$ cat src/rtl/conv_window_3x3.sv
// Streaming 3x3 window generator for a raster-order pixel stream.
// Two line buffers hold the previous two rows; a 3x3 register array holds the
// current neighbourhood, presented row-major on Data_Out0..Data_Out8.
// Windows are flagged only where the full neighbourhood lies inside the image
// ("valid" convolution, no padding). Pixel bits pass through untouched.
module conv_window_3x3 #(
    parameter int DATA_WIDTH = 32,
    parameter int IMG_WIDTH  = 28,
    parameter int IMG_HEIGHT = 28
) (
    input  logic                  clk,
    input  logic                  rst,
    input  logic [DATA_WIDTH-1:0] Data_In,
    input  logic                  Valid_In,
    output logic [DATA_WIDTH-1:0] Data_Out0,
    output logic [DATA_WIDTH-1:0] Data_Out1,
    output logic [DATA_WIDTH-1:0] Data_Out2,
    output logic [DATA_WIDTH-1:0] Data_Out3,
    output logic [DATA_WIDTH-1:0] Data_Out4,
    output logic [DATA_WIDTH-1:0] Data_Out5,
    output logic [DATA_WIDTH-1:0] Data_Out6,
    output logic [DATA_WIDTH-1:0] Data_Out7,
    output logic [DATA_WIDTH-1:0] Data_Out8,
    output logic                  Valid_Out,
    output logic                  Frame_Done
);

    localparam int COL_W = (IMG_WIDTH  > 1) ? $clog2(IMG_WIDTH)  : 1;
    localparam int ROW_W = (IMG_HEIGHT > 1) ? $clog2(IMG_HEIGHT) : 1;

    localparam logic [COL_W-1:0] COL_LAST  = COL_W'(IMG_WIDTH - 1);
    localparam logic [ROW_W-1:0] ROW_LAST  = ROW_W'(IMG_HEIGHT - 1);
    localparam logic [COL_W-1:0] COL_FIRST = COL_W'(2);
    localparam logic [ROW_W-1:0] ROW_FIRST = ROW_W'(2);

    logic [COL_W-1:0]      col;
    logic [ROW_W-1:0]      row;
    logic [DATA_WIDTH-1:0] lb0 [IMG_WIDTH];  // previous row
    logic [DATA_WIDTH-1:0] lb1 [IMG_WIDTH];  // row before that
    logic [DATA_WIDTH-1:0] win [9];          // row-major 3x3 window

    logic [DATA_WIDTH-1:0] lb0_tap;
    logic [DATA_WIDTH-1:0] lb1_tap;

    // Oldest entry of each line buffer is the pixel one / two rows above.
    assign lb0_tap = lb0[IMG_WIDTH-1];
    assign lb1_tap = lb1[IMG_WIDTH-1];

    // Line buffers: shift one place per accepted pixel; LB1 is fed from LB0.
    // NOTE: storage arrays carry no reset; their contents are never observed
    // before two full rows have been written, and omitting it keeps them RAM/SRL-friendly.
    always_ff @(posedge clk) begin
        if (Valid_In && !rst) begin
            lb0[0] <= Data_In;
            lb1[0] <= lb0_tap;
            for (int i = 1; i < IMG_WIDTH; i++) begin
                lb0[i] <= lb0[i-1];
                lb1[i] <= lb1[i-1];
            end
        end
    end

    // Window shift, position counters and registered strobes.
    // NOTE: all state here uses non-blocking assignments so every register
    // samples pre-edge values, independent of statement order.
    always_ff @(posedge clk) begin
        if (rst) begin
            for (int i = 0; i < 9; i++) begin
                win[i] <= '0;
            end
            col        <= '0;
            row        <= '0;
            Valid_Out  <= 1'b0;
            Frame_Done <= 1'b0;
        end else begin
            Valid_Out  <= 1'b0;
            Frame_Done <= 1'b0;
            if (Valid_In) begin
                // Shift columns left; new right column comes from the taps.
                win[0] <= win[1];
                win[1] <= win[2];
                win[3] <= win[4];
                win[4] <= win[5];
                win[6] <= win[7];
                win[7] <= win[8];
                win[2] <= lb1_tap;
                win[5] <= lb0_tap;
                win[8] <= Data_In;

                // First two pixels of a row and first two rows never complete a window.
                Valid_Out  <= (row >= ROW_FIRST) && (col >= COL_FIRST);
                Frame_Done <= (row == ROW_LAST)  && (col == COL_LAST);

                if (col == COL_LAST) begin
                    col <= '0;
                    row <= (row == ROW_LAST) ? '0 : row + 1'b1;
                end else begin
                    col <= col + 1'b1;
                end
            end
        end
    end

    assign Data_Out0 = win[0];
    assign Data_Out1 = win[1];
    assign Data_Out2 = win[2];
    assign Data_Out3 = win[3];
    assign Data_Out4 = win[4];
    assign Data_Out5 = win[5];
    assign Data_Out6 = win[6];
    assign Data_Out7 = win[7];
    assign Data_Out8 = win[8];

endmodule

$ cat config.mk
export PLATFORM = sky130hd
export DESIGN_NAME = conv_window_3x3
export DESIGN_NICKNAME = d
export VERILOG_FILES = /design/src/rtl/conv_window_3x3.sv
export SDC_FILE = /design/constraint.sdc
export NUM_CORES = 1
export LEC_CHECK = 0
export ABC_CLOCK_PERIOD_IN_PS = 91200
export BUFFER_PORTS_ARGS = -buffer_cell sky130_fd_sc_hd__buf_2
export CORE_MARGIN = 2
export CORE_UTILIZATION = 50
export CTS_BUF_LIST = sky130_fd_sc_hd__clkbuf_4 sky130_fd_sc_hd__clkbuf_8
export CTS_CLUSTER_SIZE = 12
export DETAILED_ROUTE_END_ITERATION = 7
export PLACE_DENSITY = 0.73
export SETUP_SLACK_MARGIN = 0.3
export SYNTH_ARGS = -nofsm -noshare
export SYNTH_HDL_FRONTEND = slang
export SYNTH_SLANG_ARGS = --single-unit
$ cat constraint.sdc
create_clock -name clk -period 91.2 [get_ports clk]
set_input_delay 13.68 -clock clk [delete_from_list [all_inputs] [get_ports clk]]
set_output_delay 13.68 -clock clk [all_outputs]
set_load 0.02 [all_outputs]
==> results of run 1 <==
[worst max-delay path, delay by kind of cell]
family | cells | cell delay, ns
AND/OR/NAND/NOR | 2 | 0.90
buffers and inverters | 7 | 5.06
[where the power goes]
part / switching, W / total (W) / internal (W) / leakage (nW)
Clock: 0.000327 / 0.000741 / 0.000415 / 3.29
Sequential: 0.0000121 / 0.00111 / 0.00110 / 20.1
Combinational: 0.0000341 / 0.0000431 / 0.00000897 / 2.60
Total: 0.000373 / 0.00190 / 0.00152 / 26.0
[final cells by class]
class	instances	area share
antenna	7	0.000233
clock buffer	453	0.0741
clock inverter	106	0.00871
inverter	3	0.000150
multi-input combinational	341	0.0289
sequential	2092	0.834
tap	1742	0.0290
timing repair buffer	348	0.0245
[synthesized netlist by cell type (all sizes together), types with 2 or more instances]
cell type	instances	area, um2
a211oi	2	15.0
a21oi	8	40.0
and2	288	1800
buf	4	22.5
clkbuf	30	125
dfxtp	12	240
edfxtp	2080	62500
ha	4	50.1
inv	3	11.3
nand2	4	15.0
nand2b	5	38.8
nand3	3	20.0
nand3b	2	15.0
nand4	2	12.5
nand4b	2	17.5
nor2	3	11.3
nor2b	2	12.5
nor3	3	15.0
o21ai	2	10.0
or4	2	15.0
[metal layers]
| layer | share of wire | wire length [um] | vias to the layer above |
|---|---|---|---|
| li1 | - | - | 11086 |
| met1 | 0.46 | 36500 | 11914 |
| met2 | 0.43 | 33600 | 728 |
| met3 | 0.078 | 6120 | 246 |
| met4 | 0.032 | 2500 | 0 |
| met5 | 0 | 0 | - |
[sequential cells by signal (all words and copies together) (netlist names)]
register	flops
col	5
lb0	896
win	288
Frame_Done	1
Valid_Out	1
row	5
lb1	896
[worst paths after layout]
kind                                    end  depth (start not counted)
worst max-delay path            win[0][225]                          9
worst min-delay path            lb0[1][102]                          0
worst max register to register       row[4]                          4
worst min register to register  lb0[1][102]                          0
[cells by family (layout without fill, tap and decap cells)]
| kind of cell | count (synthesis) | count (layout) | synth area share |
|---|---|---|---|
| AO/OA/AOI/OAI | 16 | 16 | 0.00154 |
| XOR/XNOR | 1 | 1 | 0.000135 |
| buffers and inverters | 37 | 910 | 0.00244 |
| adder cells (fa/ha/maj) | 4 | 4 | 0.000770 |
| AND/OR/NAND/NOR | 320 | 320 | 0.0308 |
| flip-flops | 2092 | 2092 | 0.964 |
| other | 0 | 7 | 0 |
[placed cells by master, fill, tap and decap left out, types with 2 or more instances in the layout]
cell        count
clkbuf_4      107
clkbuf_8      346
nor2_1          3
diode_2         7
nand4_1         2
buf_2         324
clkinv_1       72
dfxtp_1        12
buf_4          21
edfxtp_1     2080
nand3_1         2
nand2b_1        4
and2_1        288
or4_1           2
ha_1            4
nand3b_1        2
inv_1           3
a21oi_1         8
clkinvlp_4      4
clkinv_2       21
a211oi_1        2
buf_12          3
nand2_1         4
bufinv_16       8
nand4b_1        2
o21ai_0         2
nor3_1          3
[per-stage QoR]
stage,utilization,worst slack [ns],power [W],std cells,area [um2]
3_5_place_dp,0.533,71.00,0.00118,4526,68900
4_1_cts,0.581,72.02,0.00193,5085,75100
5_1_grt,0.581,71.38,0.00198,5090,75100
2_1_floorplan,-,25.61,0.00124,2470,65000
3_3_place_gp,0.533,71.23,0.00117,4526,68900
6_report,0.581,71.96,0.00190,5092,75100
==> run metrics, run 1 <==
status=complete, no violations; VDD IR max=0.0157 mV; YS warnings=0; CP Capture Type=flip-flop; first-pass GRT wire length=124 mm; most used cell along the critical path=buf_4; ANT nets after route=0; vias post-DR=23974; leak pwr=26.0 nW; Syn Inst Count=2470; core area=129000 um2; die width=365 um; M3 GR Usage=0.0432; Required @ worst endpoint=91.96 ns; total gr overflow=0; Max-Cap Viols=0; Crit path arrival time=20.00 ns; fmax=0.0520 GHz; I/O Pins=325; largest net degree at the start of global routing=211; Clock transition at path regs=0.05 ns; Avg Inst Size Synth=26.3 um2; Clk Latency, worst-skew pair=0.94 ns; RSZ-0062 raised after global routing=false; pins over their slew limit=0; Async S/R FF share, synth=0; Die Ht=365 um; FF/Latch Area=62700 um2; Crit. Startpoint=Valid_In; CP Launch Type=primary input; grt peak-use layer=met1; antenna violations before repair=2; Via-to-Cell Ratio=4.71; Clock Skews=0.0806 ns; Worst-Margin Slew=1.15 ns; final setup fails=0; min Tclk post-route=19.24 ns; grt met1 use=0.167; vias in the first global route=23837; I/O Buffers=324; worst r2r src=col[1]; Synth Flop Type=edfxtp_1; grt met2 use=0.160; sequential fraction of the synthesis area=0.964; post-synth net total=2509; critical path fanouts, max=207; layout cells sized above 1=0.251; Cell variety after synth=33; initial core utilization=0.503; final period utilization=0.211; setup_tns=0 ns; HPWL after DPL=38.9 mm; slowest CP cell=buf_4; worst-case clock buffer depth=4; Sink Count=2092; Hold Fails Final Rpt=0; hold-fix buffers at CTS=0; Hold Crit Class=flip-flop to flip-flop; WL final=78.8 mm; slew margin rel.=0.234; critical path class=primary input to flip-flop; fillcell total=9115; DRT Pass-1 Iters=5; Post-CTS Setup Inserts=0; EDFF count, synth=2080; final net count=3161; PD cells=25.3 nW/um2; Num CTS Buffers=336; CTS root buffer=clkbuf_8; Remaining DRCs=0; CTS H-Tree Depth=5; row cnt=132; die area=133000 um2; CTS tree=built; routability cong.=0.716; DRT iter0 DRCs=2383; post-CTS resize count=0; mapped cell area=65000 um2; aggregate global-route resource usage=0.118; cells along the critical path=buf_2, nor2b_4, buf_4, buf_4, buf_12, buf_4, buf_4, buf_4, and2_1; WHS=0.345 ns; Routed wire per std cell=15.5 um; area of the multi-input gates=2170 um2; R2R Setup Slk=89.61 ns; Yosys reg bits=2092; largest stage delay on the critical path=1.00 ns; Hold Startpoint=lb0[1][70]; P&R area growth vs syn=15.6%
Note: power is estimated with default switching activity, not from simulation.
==> inputs of run 2 (changes only) <==
--- a/config.mk
+++ b/config.mk
@@ -5,7 +5,7 @@
 export SDC_FILE = /design/constraint.sdc
 export NUM_CORES = 1
 export LEC_CHECK = 0
-export ABC_CLOCK_PERIOD_IN_PS = 91200
+export ABC_CLOCK_PERIOD_IN_PS = 18500
 export BUFFER_PORTS_ARGS = -buffer_cell sky130_fd_sc_hd__buf_2
 export CORE_MARGIN = 2
 export CORE_UTILIZATION = 50
==> constraint.sdc (replaced) <==
create_clock -name clk -period 18.5 [get_ports clk]
set_input_delay 2.775 -clock clk [delete_from_list [all_inputs] [get_ports clk]]
set_output_delay 2.775 -clock clk [all_outputs]
set_load 0.02 [all_outputs]
==> run 2 against run 1 <==
Power increased to 4.9 times the previous value. Final cell count about the same. Clock-buffer cell count fell by 17.
==> run metrics, run 2 (synthesized netlist as in run 1, its figures left out) <==
status=complete, no violations; Hold Crit Class=flip-flop to flip-flop; HPWL after DPL=37.5 mm; placed cell area=68900 um2; Via-to-Cell Ratio=4.66; pins over their slew limit=0; fmax=0.148 GHz; Hold Startpoint=lb0[0][473]; Clock Skews=0.0445 ns; VDD IR max=0.0873 mV; core area=129000 um2; Sink Count=2092; row cnt=132; first-pass GRT wire length=121 mm; CP Capture Type=flip-flop; fin area=75100 um2; routability cong.=0.697; I/O Buffers=324; setup ws final=11.74 ns; vias in the first global route=23537; min Tclk post-route=6.76 ns; largest net degree at the start of global routing=216; worst r2r src=col[1]; Crit. Startpoint=Valid_In; CTS root buffer=clkbuf_8; Post-CTS Setup Inserts=0; I/O Pins=325; die width=365 um; final period utilization=0.365; DRT Pass-1 Iters=5; final net count=3157; final setup fails=0; DRT iter0 DRCs=1978; aggregate global-route resource usage=0.115; leak pwr=26.0 nW; CTS tree=built; top flop regs=lb0 x896, lb1 x896, win x288; worst-case clock buffer depth=4; Clock transition at path regs=0.06 ns; PD cells=124 nW/um2; slowest CP cell=buf_4; total power=0.00932 W; slew margin rel.=0.225; total gr overflow=0; P&R area growth vs syn=15.5%; antenna violations before repair=2; Hold Fails Final Rpt=0; critical path class=primary input to flip-flop; Buf/Inv on CP=5; initial core utilization=0.503; most frequent cells in the layout=2080 x edfxtp_1, 340 x clkbuf_8, 324 x buf_2; layout cells sized above 1=0.252; CP Launch Type=primary input; Crit path arrival time=7.30 ns; dpl ws=10.77 ns; Required @ worst endpoint=19.04 ns; post-CTS resize count=0; RSZ-0062 raised after global routing=false; commonest non-fill, non-tap cell in the layout=edfxtp_1; setup_tns=0 ns; largest stage delay on the critical path=0.93 ns; dpl cells=4525; Worst-Margin Slew=1.16 ns; WL final=76.8 mm; cells along the critical path=buf_2, nor2b_4, buf_12, buf_4, buf_4, buf_4; Die Ht=365 um; post-route insts no fill=5097; die area=133000 um2; critical path fanouts, max=175; hold-fix buffers at CTS=0; most used cell along the critical path=buf_4; Max-Cap Viols=0; Clk Latency, worst-skew pair=0.94 ns; vias post-DR=23737; Remaining DRCs=0; Num CTS Buffers=333; ANT nets after route=0; CTS H-Tree Depth=5; cell family with most CP delay=buffers and inverters; Routed wire per std cell=15.1 um
## run 2: cell types whose count changed in the layout (fill, tap and decap cells not counted)
| cell | change |
|---|---|
| clkinv_2 | +21 |
| clkbuf_4 | -11 |
| clkinv_1 | +7 |
| clkbuf_8 | -6 |
| diode_2 | -6 |
| buf_4 | -2 |
| buf_12 | +1 |
| clkinvlp_4 | +1 |
## run 2: per-layer routing
layer | vias to the layer above | track usage | part of all wire
met4 | 0 | 0.0611 | 0.034
li1 | 11095 | - | -
met5 | - | 0 | 0
met2 | 723 | 0.154 | 0.43
met3 | 257 | 0.0461 | 0.083
met1 | 11662 | 0.162 | 0.46
## run 2: area by class of cell
cell class / instances / area, um2
Antenna cell: 1 / 2.50
Inverter: 3 / 11.3
Fill cell: 8954 / 54200
Clock inverter: 135 / 793
Clock buffer: 436 / 5400
Sequential cell: 2092 / 62700
Timing Repair Buffer: 347 / 1840
Multi-Input combinational cell: 341 / 2170
Tap cell: 1742 / 2180
## run 2: power by group
part / total (W) / switching, W / leakage [nW] / internal, W
clock network: 0.00363 / 0.00162 / 3.29 / 0.00200
registers: 0.00548 / 0.0000571 / 20.1 / 0.00543
logic: 0.000213 / 0.000168 / 2.59 / 0.0000444
total: 0.00932 / 0.00185 / 26.0 / 0.00748
## run 2: worst paths after layout
path | end | slack [ns] | cells after the start
setup / recovery | lb0[1][240] | 11.74 | 6
hold / removal | lb0[0][505] | 0.37 | 0
setup reg to reg | row[4] | 16.96 | 4
hold reg to reg | lb0[0][505] | 0.37 | 0
## run 2: worst reg2reg max path: stages, from the launching register on
cell and delay [ns]:
dfxtp_1 0.39, ha_1 0.25, nand3_2 0.16, or4_1 0.52, a21oi_1 0.14
## run 2: per-stage QoR
stage | utilization | hold WS [ns]
finish | 0.581 | 0.371
detailed placement | 0.533 | 0.405
global placement | 0.533 | 0.400
CTS | 0.581 | 0.360
global route | 0.581 | 0.370
floorplan | - | 0.400
==> inputs of run 3 (changes only) <==
--- a/config.mk
+++ b/config.mk
@@ -5,14 +5,15 @@
 export SDC_FILE = /design/constraint.sdc
 export NUM_CORES = 1
 export LEC_CHECK = 0
-export ABC_CLOCK_PERIOD_IN_PS = 18500
+export ABC_AREA = 1
+export ABC_CLOCK_PERIOD_IN_PS = 5650
 export BUFFER_PORTS_ARGS = -buffer_cell sky130_fd_sc_hd__buf_2
 export CORE_MARGIN = 2
 export CORE_UTILIZATION = 50
 export CTS_BUF_LIST = sky130_fd_sc_hd__clkbuf_4 sky130_fd_sc_hd__clkbuf_8
 export CTS_CLUSTER_SIZE = 12
 export DETAILED_ROUTE_END_ITERATION = 7
-export PLACE_DENSITY = 0.73
+export PLACE_DENSITY = 0.76
 export SETUP_SLACK_MARGIN = 0.3
 export SYNTH_ARGS = -nofsm -noshare
 export SYNTH_HDL_FRONTEND = slang
==> constraint.sdc (replaced) <==
create_clock -name clk -period 5.65 [get_ports clk]
set_input_delay 0.8475 -clock clk [delete_from_list [all_inputs] [get_ports clk]]
set_output_delay 0.8475 -clock clk [all_outputs]
set_load 0.02 [all_outputs]
==> run 3 against run 2 <==
Setup slack got worse by 8.7 ns. Area after synthesis grew 0.76%. Critical path depth fell by 1. Via count rose by 4.5%. Non-clock buffer count increased by 19. Die area is 0.75% higher. Hold slack worse by 0.25 ns. Sequential cell count unchanged. Final cell count is 6.4% higher. Largest cell class unchanged. Highest routed layer unchanged. Combinational power rose to 3.6 times the previous value. Clock skew is 0.017 ns higher.
==> run metrics, run 3 <==
status=complete, no violations; die area=134000 um2; core area=130000 um2; Synth Flop Type=edfxtp_1; total power=0.0306 W; Die Ht=366 um; layout cells sized above 1=0.233; final net count=3477; Max-Cap Viols=0; post-synth top area share=0.953; fin util=0.583; Num CTS Buffers=332; WL final=81.1 mm; synth top area cells=edfxtp_1 95%, nor2_1 1.7%, inv_1 1.7%, buf_6 0.40%, dfxtp_1 0.37%; leak pwr=26.9 nW; Crit. Startpoint=Valid_In; Clock Skews=0.0617 ns; Clk Latency, worst-skew pair=0.96 ns; post-route insts no fill=5422; setup_tns=0 ns; WHS=0.118 ns; I/O Buffers=324; CP Launch Type=primary input; worst-case clock buffer depth=4; Syn Inst Count=2769; Via-to-Cell Ratio=4.57; commonest non-fill, non-tap cell in the layout=edfxtp_1; DRT Pass-1 Iters=5; fmax=0.385 GHz; Avg Inst Size Synth=23.7 um2; pins over their slew limit=0; Crit path arrival time=3.15 ns; routability cong.=0.720; R2R Setup Slk=4.03 ns; worst r2r src=col[1]; CTS H-Tree Depth=5; vias in the first global route=25076; I/O Pins=325; total gr overflow=0; CTS tree=built; Async S/R FF share, synth=0; Hold Startpoint=Data_In[19]; aggregate global-route resource usage=0.120; top flop regs=lb0 x896, lb1 x896, win x288; Worst-Margin Slew=0.996 ns; critical path fanouts, max=77; HPWL after DPL=40.4 mm; CP Capture Type=flip-flop; final setup fails=0; Clock transition at path regs=0.06 ns; Post-CTS Setup Inserts=0; vias post-DR=24802; ANT nets after route=0; largest area contributor in the netlist=edfxtp_1; CTS root buffer=clkbuf_8; Cell variety after synth=22; largest net degree at the start of global routing=187; RSZ-0062 raised after global routing=false; slew margin rel.=0.336; post-synth net total=2808; EDFF count, synth=2080; Remaining DRCs=0; Sink Count=2092; PD cells=404 nW/um2; Hold Fails Final Rpt=0; first-pass GRT wire length=129 mm; top cells by count, synth=2080 x edfxtp_1, 299 x nor2_1, 297 x inv_1, 23 x buf_6, 15 x nand2_1; row cnt=132; initial core utilization=0.505; final period utilization=0.460; min Tclk post-route=2.60 ns; DRT iter0 DRCs=2165; P&R area growth vs syn=15.6%; fillcell total=8954; dpl cells=4832; Yosys reg bits=2092; top-count cell post-synth=edfxtp_1; Routed wire per std cell=15.0 um; Required @ worst endpoint=6.20 ns; die width=366 um; sequential fraction of the synthesis area=0.957; ANT cells=0; most frequent cells in the layout=2080 x edfxtp_1, 340 x clkbuf_8, 324 x buf_2; critical path class=primary input to flip-flop; VDD IR max=0.275 mV; antenna violations before repair=1; mapped cell area=65500 um2; YS warnings=0; Hold Crit Class=primary input to flip-flop
-- run 3: cell type report --
type | instances | area [um2] | area share
clock buffer | 451 | 5510 | 0.0728
clock inverter | 125 | 684 | 0.00904
inverter | 299 | 1130 | 0.0149
multi-input combinational | 347 | 1410 | 0.0186
sequential | 2092 | 62700 | 0.828
tap | 1742 | 2180 | 0.0288
timing repair buffer | 366 | 2100 | 0.0277
-- run 3: final timing paths --
kind / endpoint / depth (start not counted)
max: lb1[1][203] / 5
min reg2reg: lb0[0][395] / 0
max reg2reg: row[3] / 7
min: lb0[0][19] / 1
-- run 3: stage by stage --
| stage | worst slack [ns] | cell area (um2) |
|---|---|---|
| floorplan | -24.47 | 65500 |
| global placement | 2.18 | 69400 |
| detailed placement | 2.08 | 69400 |
| CTS | 3.00 | 75700 |
| global route | 2.96 | 75700 |
| finish | 3.05 | 75700 |
-- run 3: kinds of logic after synthesis --
family | Yosys count | synth area share
xor gates and xnor gates | 4 | 0.000535
and+or+nand+nor | 331 | 0.0195
DFF | 2092 | 0.957
buffers and inverters | 330 | 0.0216
AOI/OAI and AO/OA | 8 | 0.000630
adders and majority gates | 4 | 0.000764
-- run 3: repair_timing --
action / CTS / global route
endpoints found under the hold margin: 14 / 0
hold buffers: 14 / 0
resized for setup: 0 / 0
-- run 3: critical path, cell delays in order --
cell and delay, ns:
buf_2 0.15, inv_2 0.10, nor2_4 0.72, buf_4 0.48, buf_4 0.79
-- run 3: metal layers --
metal,global-route usage,part of all wire,up-vias
met5,0,0,-
met4,0.0581,0.028,0
met3,0.0450,0.079,211
met2,0.167,0.44,786
met1,0.167,0.45,12091
li1,-,-,11714
-- run 3: power breakdown --
part / switching (W) / total (W) / leakage (nW) / internal, W
Sequential: 0.000192 / 0.0180 / 20.1 / 0.0178
Combinational: 0.000600 / 0.000757 / 3.46 / 0.000157
Clock: 0.00534 / 0.0119 / 3.32 / 0.00653
Total: 0.00613 / 0.0306 / 26.9 / 0.0245
